File: config.mk
export PLATFORM = sky130hd
export DESIGN_NAME = int_to_float_encoder
export DESIGN_NICKNAME = d
export VERILOG_FILES = /design/src/rtl/float_pkg.sv /design/src/rtl/float_round_ne.sv /design/src/rtl/int_to_float_encoder.sv
export SDC_FILE = /design/constraint.sdc
export NUM_CORES = 1
export LEC_CHECK = 0
export CAP_MARGIN = 20
export CORE_UTILIZATION = 44
export DETAILED_ROUTE_END_ITERATION = 6
export PLACE_DENSITY_LB_ADDON = 0.12
export SKIP_CTS_REPAIR_TIMING = 1
export SYNTH_ARGS = -nofsm -noshare
export SYNTH_HDL_FRONTEND = slang
export SYNTH_HIERARCHICAL = 1
export SYNTH_SLANG_ARGS = --single-unit
File: constraint.sdc
create_clock -name clock -period 2.55 [get_ports clock]
set_input_delay 0.51 -clock clock [delete_from_list [all_inputs] [get_ports clock]]
set_output_delay 0.51 -clock clock [all_outputs]
set_load 0.03 [all_outputs]
File: src/rtl/float_pkg.sv
// Shared float definitions: default field widths, exponent bias, encoder states
// and field slice helpers for the default single-precision layout.
package float_pkg;

    localparam int E_SIZE_DEF = 8;
    localparam int C_SIZE_DEF = 23;
    localparam int F_SIZE_DEF = E_SIZE_DEF + C_SIZE_DEF + 1;

    typedef enum logic [1:0] {
        ST_IDLE  = 2'd0,
        ST_NORM  = 2'd1,
        ST_ROUND = 2'd2,
        ST_DONE  = 2'd3
    } state_t;

    function automatic int float_bias(input int e_size);
        return (1 << (e_size - 1)) - 1;
    endfunction

    function automatic logic float_sign(input logic [F_SIZE_DEF-1:0] f);
        return f[F_SIZE_DEF-1];
    endfunction

    function automatic logic [E_SIZE_DEF-1:0] float_exp(input logic [F_SIZE_DEF-1:0] f);
        return f[F_SIZE_DEF-2 -: E_SIZE_DEF];
    endfunction

    function automatic logic [C_SIZE_DEF-1:0] float_mant(input logic [F_SIZE_DEF-1:0] f);
        return f[C_SIZE_DEF-1:0];
    endfunction

endpackage

File: src/rtl/float_round_ne.sv
// Round-to-nearest-even of a normalized magnitude (MSB set) into exponent and
// fraction fields; a fraction carry-out bumps the exponent.
module float_round_ne
    import float_pkg::*;
#(
    parameter int I_SIZE = 32,
    parameter int E_SIZE = E_SIZE_DEF,
    parameter int C_SIZE = C_SIZE_DEF,
    parameter int SW     = $clog2(I_SIZE)
) (
    input  logic [I_SIZE-1:0] mag,
    input  logic [SW-1:0]     shift,
    output logic [E_SIZE-1:0] exponent,
    output logic [C_SIZE-1:0] mant
);

    localparam int LOW     = I_SIZE - 2 - C_SIZE;
    localparam int EXP_TOP = float_bias(E_SIZE) + I_SIZE - 1;
    localparam logic [I_SIZE-1:0] LOW_MASK = (I_SIZE'(1) << LOW) - I_SIZE'(1);

    logic [C_SIZE-1:0] mant_raw;
    logic [C_SIZE:0]   mant_sum;
    logic              guard;
    logic              sticky;
    logic              round_up;
    logic [E_SIZE-1:0] exp_base;

    // Bits below the guard are masked rather than sliced so C_SIZE = I_SIZE-2 still works.
    always_comb begin
        mant_raw = mag[I_SIZE-2 -: C_SIZE];
        guard    = mag[LOW];
        sticky   = |(mag & LOW_MASK);
        round_up = guard & (sticky | mant_raw[0]);
        mant_sum = {1'b0, mant_raw} + (C_SIZE+1)'(round_up);
        exp_base = E_SIZE'(EXP_TOP) - E_SIZE'(shift);
        exponent = exp_base + E_SIZE'(mant_sum[C_SIZE]);
        mant     = mant_sum[C_SIZE-1:0];
    end

endmodule

File: src/rtl/int_to_float_encoder.sv
// Signed integer to IEEE 754 float encoder: iterative one-bit-per-cycle
// normalization followed by a single round-to-nearest-even cycle.
module int_to_float_encoder
    import float_pkg::*;
#(
    parameter int I_SIZE = 32,
    parameter int E_SIZE = E_SIZE_DEF,
    parameter int C_SIZE = C_SIZE_DEF
) (
    input  logic                     clock,
    input  logic                     reset_n,
    input  logic [I_SIZE-1:0]        in_data,
    input  logic                     in_valid,
    output logic                     in_ready,
    output logic [E_SIZE+C_SIZE:0]   out_data,
    output logic                     out_valid,
    input  logic                     out_ready
);

    localparam int SW = $clog2(I_SIZE);

    state_t                  state;
    state_t                  state_next;
    logic                    sign_r;
    logic [I_SIZE-1:0]       mag_r;
    logic [I_SIZE-1:0]       in_mag;
    logic [SW-1:0]           shift_r;
    logic [E_SIZE-1:0]       rnd_exp;
    logic [C_SIZE-1:0]       rnd_mant;
    logic [E_SIZE+C_SIZE:0]  out_data_r;
    logic                    accept;

    // The most negative input negates to itself, which is exactly 2^(I_SIZE-1) as unsigned.
    assign in_mag = in_data[I_SIZE-1] ? (~in_data + I_SIZE'(1)) : in_data;
    assign accept = in_valid && (state == ST_IDLE);

    always_ff @(posedge clock or negedge reset_n) begin
        if (!reset_n) begin
            state <= ST_IDLE;
        end else begin
            state <= state_next;
        end
    end

    always_comb begin
        state_next = state;
        case (state)
            ST_IDLE:  if (in_valid) state_next = (in_mag == '0) ? ST_DONE : ST_NORM;
            ST_NORM:  if (mag_r[I_SIZE-1]) state_next = ST_ROUND;
            ST_ROUND: state_next = ST_DONE;
            ST_DONE:  if (out_ready) state_next = ST_IDLE;
            default:  state_next = ST_IDLE;
        endcase
    end

    always_comb begin
        in_ready  = 1'b0;
        out_valid = 1'b0;
        case (state)
            ST_IDLE: in_ready  = 1'b1;
            ST_DONE: out_valid = 1'b1;
            default: ;
        endcase
    end

    always_ff @(posedge clock or negedge reset_n) begin
        if (!reset_n) begin
            sign_r     <= 1'b0;
            mag_r      <= '0;
            shift_r    <= '0;
            out_data_r <= '0;
        end else begin
            case (state)
                ST_IDLE: begin
                    if (accept) begin
                        sign_r  <= in_data[I_SIZE-1];
                        mag_r   <= in_mag;
                        shift_r <= '0;
                        if (in_mag == '0) out_data_r <= '0;
                    end
                end
                ST_NORM: begin
                    if (!mag_r[I_SIZE-1]) begin
                        mag_r   <= mag_r << 1;
                        shift_r <= shift_r + SW'(1);
                    end
                end
                ST_ROUND: out_data_r <= {sign_r, rnd_exp, rnd_mant};
                default: ;
            endcase
        end
    end

    float_round_ne #(
        .I_SIZE (I_SIZE),
        .E_SIZE (E_SIZE),
        .C_SIZE (C_SIZE),
        .SW     (SW)
    ) u_round (
        .mag      (mag_r),
        .shift    (shift_r),
        .exponent (rnd_exp),
        .mant     (rnd_mant)
    );

    assign out_data = out_data_r;

endmodule

# == Yosys cells after proc, flatten, opt, wreduce, memory -nomap -nowiden ==
# Cells that the tools add are included.
# classes
n_addsub,5
eq_ne,9
mux,17
bitwise_logic,3
n_reduce_logical,11
# ops
op,n
$mux 32,5
$pmux 32 s2,2
$add 32x1->32 const B,1
$logic_not 32->1,1
$not 32->32,1
$add 23x1->24,1
$mux 5,2
$ne 2x2->1 const B,5
$pmux 5 s2,1
$reduce_and 3->1,3
$add 8x1->8,1
$mux 2,4
$pmux 2 s4,1
$sub 8x5->8 const A,1
$reduce_or 7->1,1
$add 5x1->5 const B,1
$eq 2x2->1 const B,2
$reduce_and 2->1,2
$reduce_bool 2->1,2
$eq 2x1->1 const B,1
$logic_not 2->1,1
$mux 1,2
$ne 2x1->1 const B,1
$and 1x1->1,1
2 further kinds,2
# totals
register_bits,72
in_bits,36
output_inout_bits,34
elab_cells,51

# == Depth between registers and ports, before layout ==
# logic_depth
depth_word,7
mapped_depth,14

# == Hierarchy ==
# Netlist, hierarchy kept.
# by_module_without_submodules
module,instances,cells_per_inst,area_each_um2
int_to_float_encoder,1,555,5007.3
float_round_ne,1,78,535.5

# == Worst setup path after synthesis ==
# No wires, ideal clock.
# synth_timing
path_kind,input to register
start,input port in_data[1]
end,register out_data_r[0] (netlist: out_data[0])
arrival_ns,3.729
t_required_ns,2.470
setup_slack_ns,-1.260
stages,13
path_cell_list,or4_1 buf_2 or4_1 buf_2 or4b_1 a21oi_1 o21ai_1 or4_1 buf_2 or2_1 buf_6 buf_6 o211ai_2
# synth_via
elab_chain_len,6
# synth_lines
element,line_no,source
from (decl),int_to_float_encoder.sv:12,"input logic [I_SIZE-1:0] in_data,"
$not 32->32,int_to_float_encoder.sv:34,assign in_mag = in_data[I_SIZE-1] ? (~in_data + I_SIZE'(1)) : in_data;
$add 32x1->32,int_to_float_encoder.sv:34,
$mux 32 (*),int_to_float_encoder.sv:34,
$logic_not 32->1 (*),int_to_float_encoder.sv:79,if (in_mag == '0) out_data_r <= '0;
$ne 2x1->1 (no line) (*),-,
$reduce_and 3->1 (no line) (*),-,
to (signal assigned),int_to_float_encoder.sv:88,"ST_ROUND: out_data_r <= {sign_r, rnd_exp, rnd_mant};"
to (decl),int_to_float_encoder.sv:30,logic [E_SIZE+C_SIZE:0] out_data_r;
# Every way passes the cells marked *; elsewhere a longest branch is shown, timed or not.
# A chain may end at the register's enable or synchronous reset.

# == Final worst setup path ==
# layout_timing
start,input port in_data[0]
end,register out_data_r[6] (netlist: out_data[6])
# The elaborated chain is that of the path after synthesis.

==> impl_table.tex <==
\begin{tabular}{lr}
\hline
Metric & Value \\
\hline
\multicolumn{2}{l}{\textbf{Run status}} \\
\quad Result of the run & finished with violations \\
\quad Violations in the final reports & negative setup slack \\
\multicolumn{2}{l}{\textbf{Drt}} \\
\quad Length of the first detailed-routing pass in iterations & 5 \\
\quad Drt via density & 6.15 \\
\quad Total Routed Length & 16.7 mm \\
\quad DRC violation total after the first TritonRoute iteration & 566 \\
\quad Final routed wire length divided by cell count & 17.8 um \\
\quad Antenna violation net count after detailed routing & 0 \\
\quad WL met3 & 889 um \\
\quad Uppermost layer routed & met4 \\
\quad Met1 WL & 7.58 mm \\
\quad DRC violations left & 0 \\
\quad Vias post-DR & 5,763 \\
\quad Routed wl met2 & 7.89 mm \\
\multicolumn{2}{l}{\textbf{Place}} \\
\quad Placed cells & 919 \\
\quad RePlAce Congestion & 0.902 \\
\quad Count of buffers from port buffering & 69 \\
\quad Post-DP HPWL & 11.8 mm \\
\multicolumn{2}{l}{\textbf{Pwr}} \\
\quad Internal power & 4.22 mW \\
\quad Part of the total power dissipated in the clock network & 14.9\% \\
\quad Total power density per cell area & 1030 nW/um\^{}2 \\
\quad Power, Total & 7.92 mW \\
\quad Worst vdd ir & 0.000458 V \\
\quad Leakage Power & 3.04 nW \\
\quad P\_sw & 3.71 mW \\
\quad Switching Fraction & 46.8\% \\
\quad Sequential fraction of design power & 29.2\% \\
\quad Power share of the combinational group & 56.0\% \\
\multicolumn{2}{l}{\textbf{Yosys}} \\
\quad Average cell area after synthesis & 8.76 sq um \\
\quad Cell type with the largest total area after synthesis & dfrtp\_1 \\
\quad Main area contributors after synthesis & dfrtp\_1, o211ai\_2, xnor2\_1 \\
\quad Proportion of register bits with asynchronous set or reset after synthesis & 100\% \\
\quad Fraction of the yosys area taken by sequential cells & 32.5\% \\
\quad Number of synthesized flops with an enable pin & 0 \\
\quad Share of the synthesized area in the top cell type & 32.5\% \\
\quad Number of storage elements in the synthesis netlist & 72 \\
\quad Cells after synthesis & 633 \\
\quad Most used DFF post-synth & dfrtp\_1 \\
\quad Synthesis warning total & 6 \\
\quad Distinct cells, synth & 62 \\
\quad Mapped Area & 5540 sq um \\
\quad Mapped Nets & 678 \\
\multicolumn{2}{l}{\textbf{Clock network}} \\
\quad Clock-pin transition on the worst setup and hold timing paths & 0.06 ns \\
\quad Clock H-tree levels & 3 \\
\quad Clk sinks & 72 \\
\quad Clock tree from TritonCTS & built \\
\quad Number of buffers added by the clock tree synthesis step & 9 \\
\quad Buffer depth of the longest clock path & 2 \\
\quad CTS root buf & clkbuf\_16 \\
\quad Latest clock arrival within the worst-skew pair & 0.33 ns \\
\multicolumn{2}{l}{\textbf{Critical path}} \\
\quad Sort of element at the end of the critical path & flip-flop \\
\quad Register-to-Register Path Depth & 9 \\
\quad Critical path fanouts, max & 16 \\
\quad Worst path required time & 2.80 ns \\
\quad Crit Path Class & input port to flip-flop \\
\quad CP Data Arrival Time & 3.77 ns \\
\quad Crit path launch type & input port \\
\multicolumn{2}{l}{\textbf{Finish}} \\
\quad Share of final-layout standard cells stronger than drive strength 1 & 27.3\% \\
\quad Fin nets & 810 \\
\quad Multi-input combinational cell area & 3650 sq um \\
\quad Non-filler instance count after layout & 937 \\
\quad Antenna Cells & 0 \\
\quad Sequential cell area & 1800 sq um \\
\quad Count of fill cells added during filler insertion & 1,036 \\
\quad Synth-to-Final Area Change & 38.3\% \\
\multicolumn{2}{l}{\textbf{Global routing}} \\
\quad Tot GR Track Use & 25.8\% \\
\quad Global-route wire length before repair & 27.0 mm \\
\quad Via count of the first global-routing pass & 5,363 \\
\quad Total congestion overflow & 0 \\
\quad Pin count of the biggest net entering global routing & 66 \\
\quad Number of antenna violations at the first check in global routing & 0 \\
\multicolumn{2}{l}{\textbf{Die}} \\
\quad Number of placed I/O pins & 70 \\
\quad Row cnt & 40 \\
\quad Width of the chip & 114 um \\
\quad Placeable Area & 12,200 sq um \\
\quad Vertical extent of the die & 114 um \\
\quad DIE AREA & 13,000 sq um \\
\quad Initial core utilization & 45.6\% \\
\multicolumn{2}{l}{\textbf{Timing}} \\
\quad Sum of negative setup slack & -31.39 ns \\
\quad Final hold violation count & 0 \\
\quad Setup ws final & -0.967 ns \\
\quad Highest achievable clock rate & 284 MHz \\
\quad Min cycle time layout & 3.52 ns \\
\quad RSZ-0062 raised after global routing & yes \\
\quad Worst-margin pin slew & 1.26 ns \\
\quad Max-slew violation count & 0 \\
\quad Setup-failing EPs final & 35 \\
\quad Final critical-path share of the clock period & 138\% \\
\quad Setup skew after layout & 0.00451 ns \\
\quad Headroom to the max-slew limit & 15.7\% \\
\multicolumn{2}{l}{\textbf{Hold path}} \\
\quad Class of the tightest hold or removal check & input port to async pin \\
\multicolumn{2}{l}{\textbf{Flow run}} \\
\quad Max cap viols & 0 \\
\hline
\end{tabular}
==> cells in the mapped netlist (all sizes together), types with 2 or more instances <==
cell type and instances:
dfrtp 72, clkbuf 52, nand3 51, o21ai 43, nand2 39, o211ai 37, nor2 34, xnor2 33
a32oi 32, o221ai 32, xor2 22, a21oi 16, inv 15, a22oi 12, nand4 12, buf 11
nor4 11, ha 9, nor3 9, o31ai 8, and3 7, o41ai 7, or3 7, or4 7
and4 5, nand3b 4, nor2b 4, or2 4, a221oi 3, or4b 3, a211oi 2, a21boi 2
a31oi 2, and2 2, mux2i 2, nand2b 2, nand4b 2, o21a 2, o22ai 2, o31a 2
==> final timing paths <==
check	start	to	slack (ns)
setup reg to reg	state[0]$_DFFE_PN0P_	out_data[6]$_DFFE_PN0P_	-0.04
min in group clock	mag_r[6]$_DFFE_PN0P_	mag_r[6]$_DFFE_PN0P_	0.52
setup / recovery	in_data[0]	out_data[6]$_DFFE_PN0P_	-0.97
hold reg to reg	mag_r[6]$_DFFE_PN0P_	mag_r[6]$_DFFE_PN0P_	0.52
max in group asynchronous	reset_n	mag_r[21]$_DFFE_PN0P_	1.77
hold / removal	reset_n	out_data[31]$_DFFE_PN0P_	0.05
==> area by class of cell <==
type                    count  share of cell area (%)
clock buffers              12                    3.35
clock inverters             3                   0.229
inverters                  16                   0.784
multi-input cells         482                    47.6
flip-flops and latches     72                    23.5
well taps                 168                    2.74
repair buffers            184                    21.7
==> metrics by stage <==
step                      hold slack (ns)  instance area, sq um  util (%)  setup WS (ns)
after detailed placement            0.407                  7060      58.1          -1.63
after CTS                          0.0518                  7340      60.3          -1.28
after floorplan                     0.214                  5600         -          -1.14
final                              0.0505                  7660      63.0         -0.967
after global routing               0.0634                  7660      63.0          -1.02
after global placement              0.403                  7060      58.1          -1.56
==> per-layer routing <==
metal | up-vias | GRT usage (%)
met5 | - | 0
met1 | 2789 | 35.1
met4 | 0 | 8.05
met3 | 24 | 3.81
met2 | 226 | 42.2
li1 | 2724 | -
==> power by group through the flow <==
stage          sequential, mW  clock, mW  combinational, mW
6_report                 2.31       1.18               4.44
5_1_grt                  2.39       1.24               4.81
4_1_cts                  2.28       1.19               4.28
3_5_place_dp             2.28          0               4.27
3_3_place_gp             2.26          0               4.13
2_1_floorplan            2.58          0               2.45
==> cells in the final DEF, fill, tap and decap left out, types with 22 or more instances in the layout <==
cell	Yosys	final
nand3_1	51	50
a32oi_1	32	32
nand2_1	39	39
clkdlybuf4s50_1	0	59
nor2_1	33	32
dfrtp_1	72	72
o21ai_0	42	41
buf_4	2	106
xor2_1	22	22
o211ai_2	29	29
xnor2_1	33	33
==> state kept, by name (all words and copies together), names as in the netlist <==
signal	cells
shift_r	5
out_data	32
mag_r	32
state	2
sign_r	1
==> worst max-delay path: stages <==
cell and delay (ns):
buf_6 0.10, buf_6 0.10, or4_4 0.51, or4_4 0.60
or4b_4 0.54, a21oi_2 0.14, o21ai_1 0.08, or4_4 0.55
or2_4 0.31, buf_12 0.18, o211ai_2 0.14
==> cell families (layout without fill, tap and decap cells) <==
kind of cell	Yosys count	in the layout	synth area share [%]
muxes	3	3	0.564
adders and majority gates	9	9	2.03
and+or+nand+nor	206	206	19.8
xor gates and xnor gates	55	55	8.69
buffers and inverters	79	215	6.09
AOI/OAI and AO/OA	209	209	30.3
DFF	72	72	32.5
No activity file was read; power rests on OpenSTA's default activity.
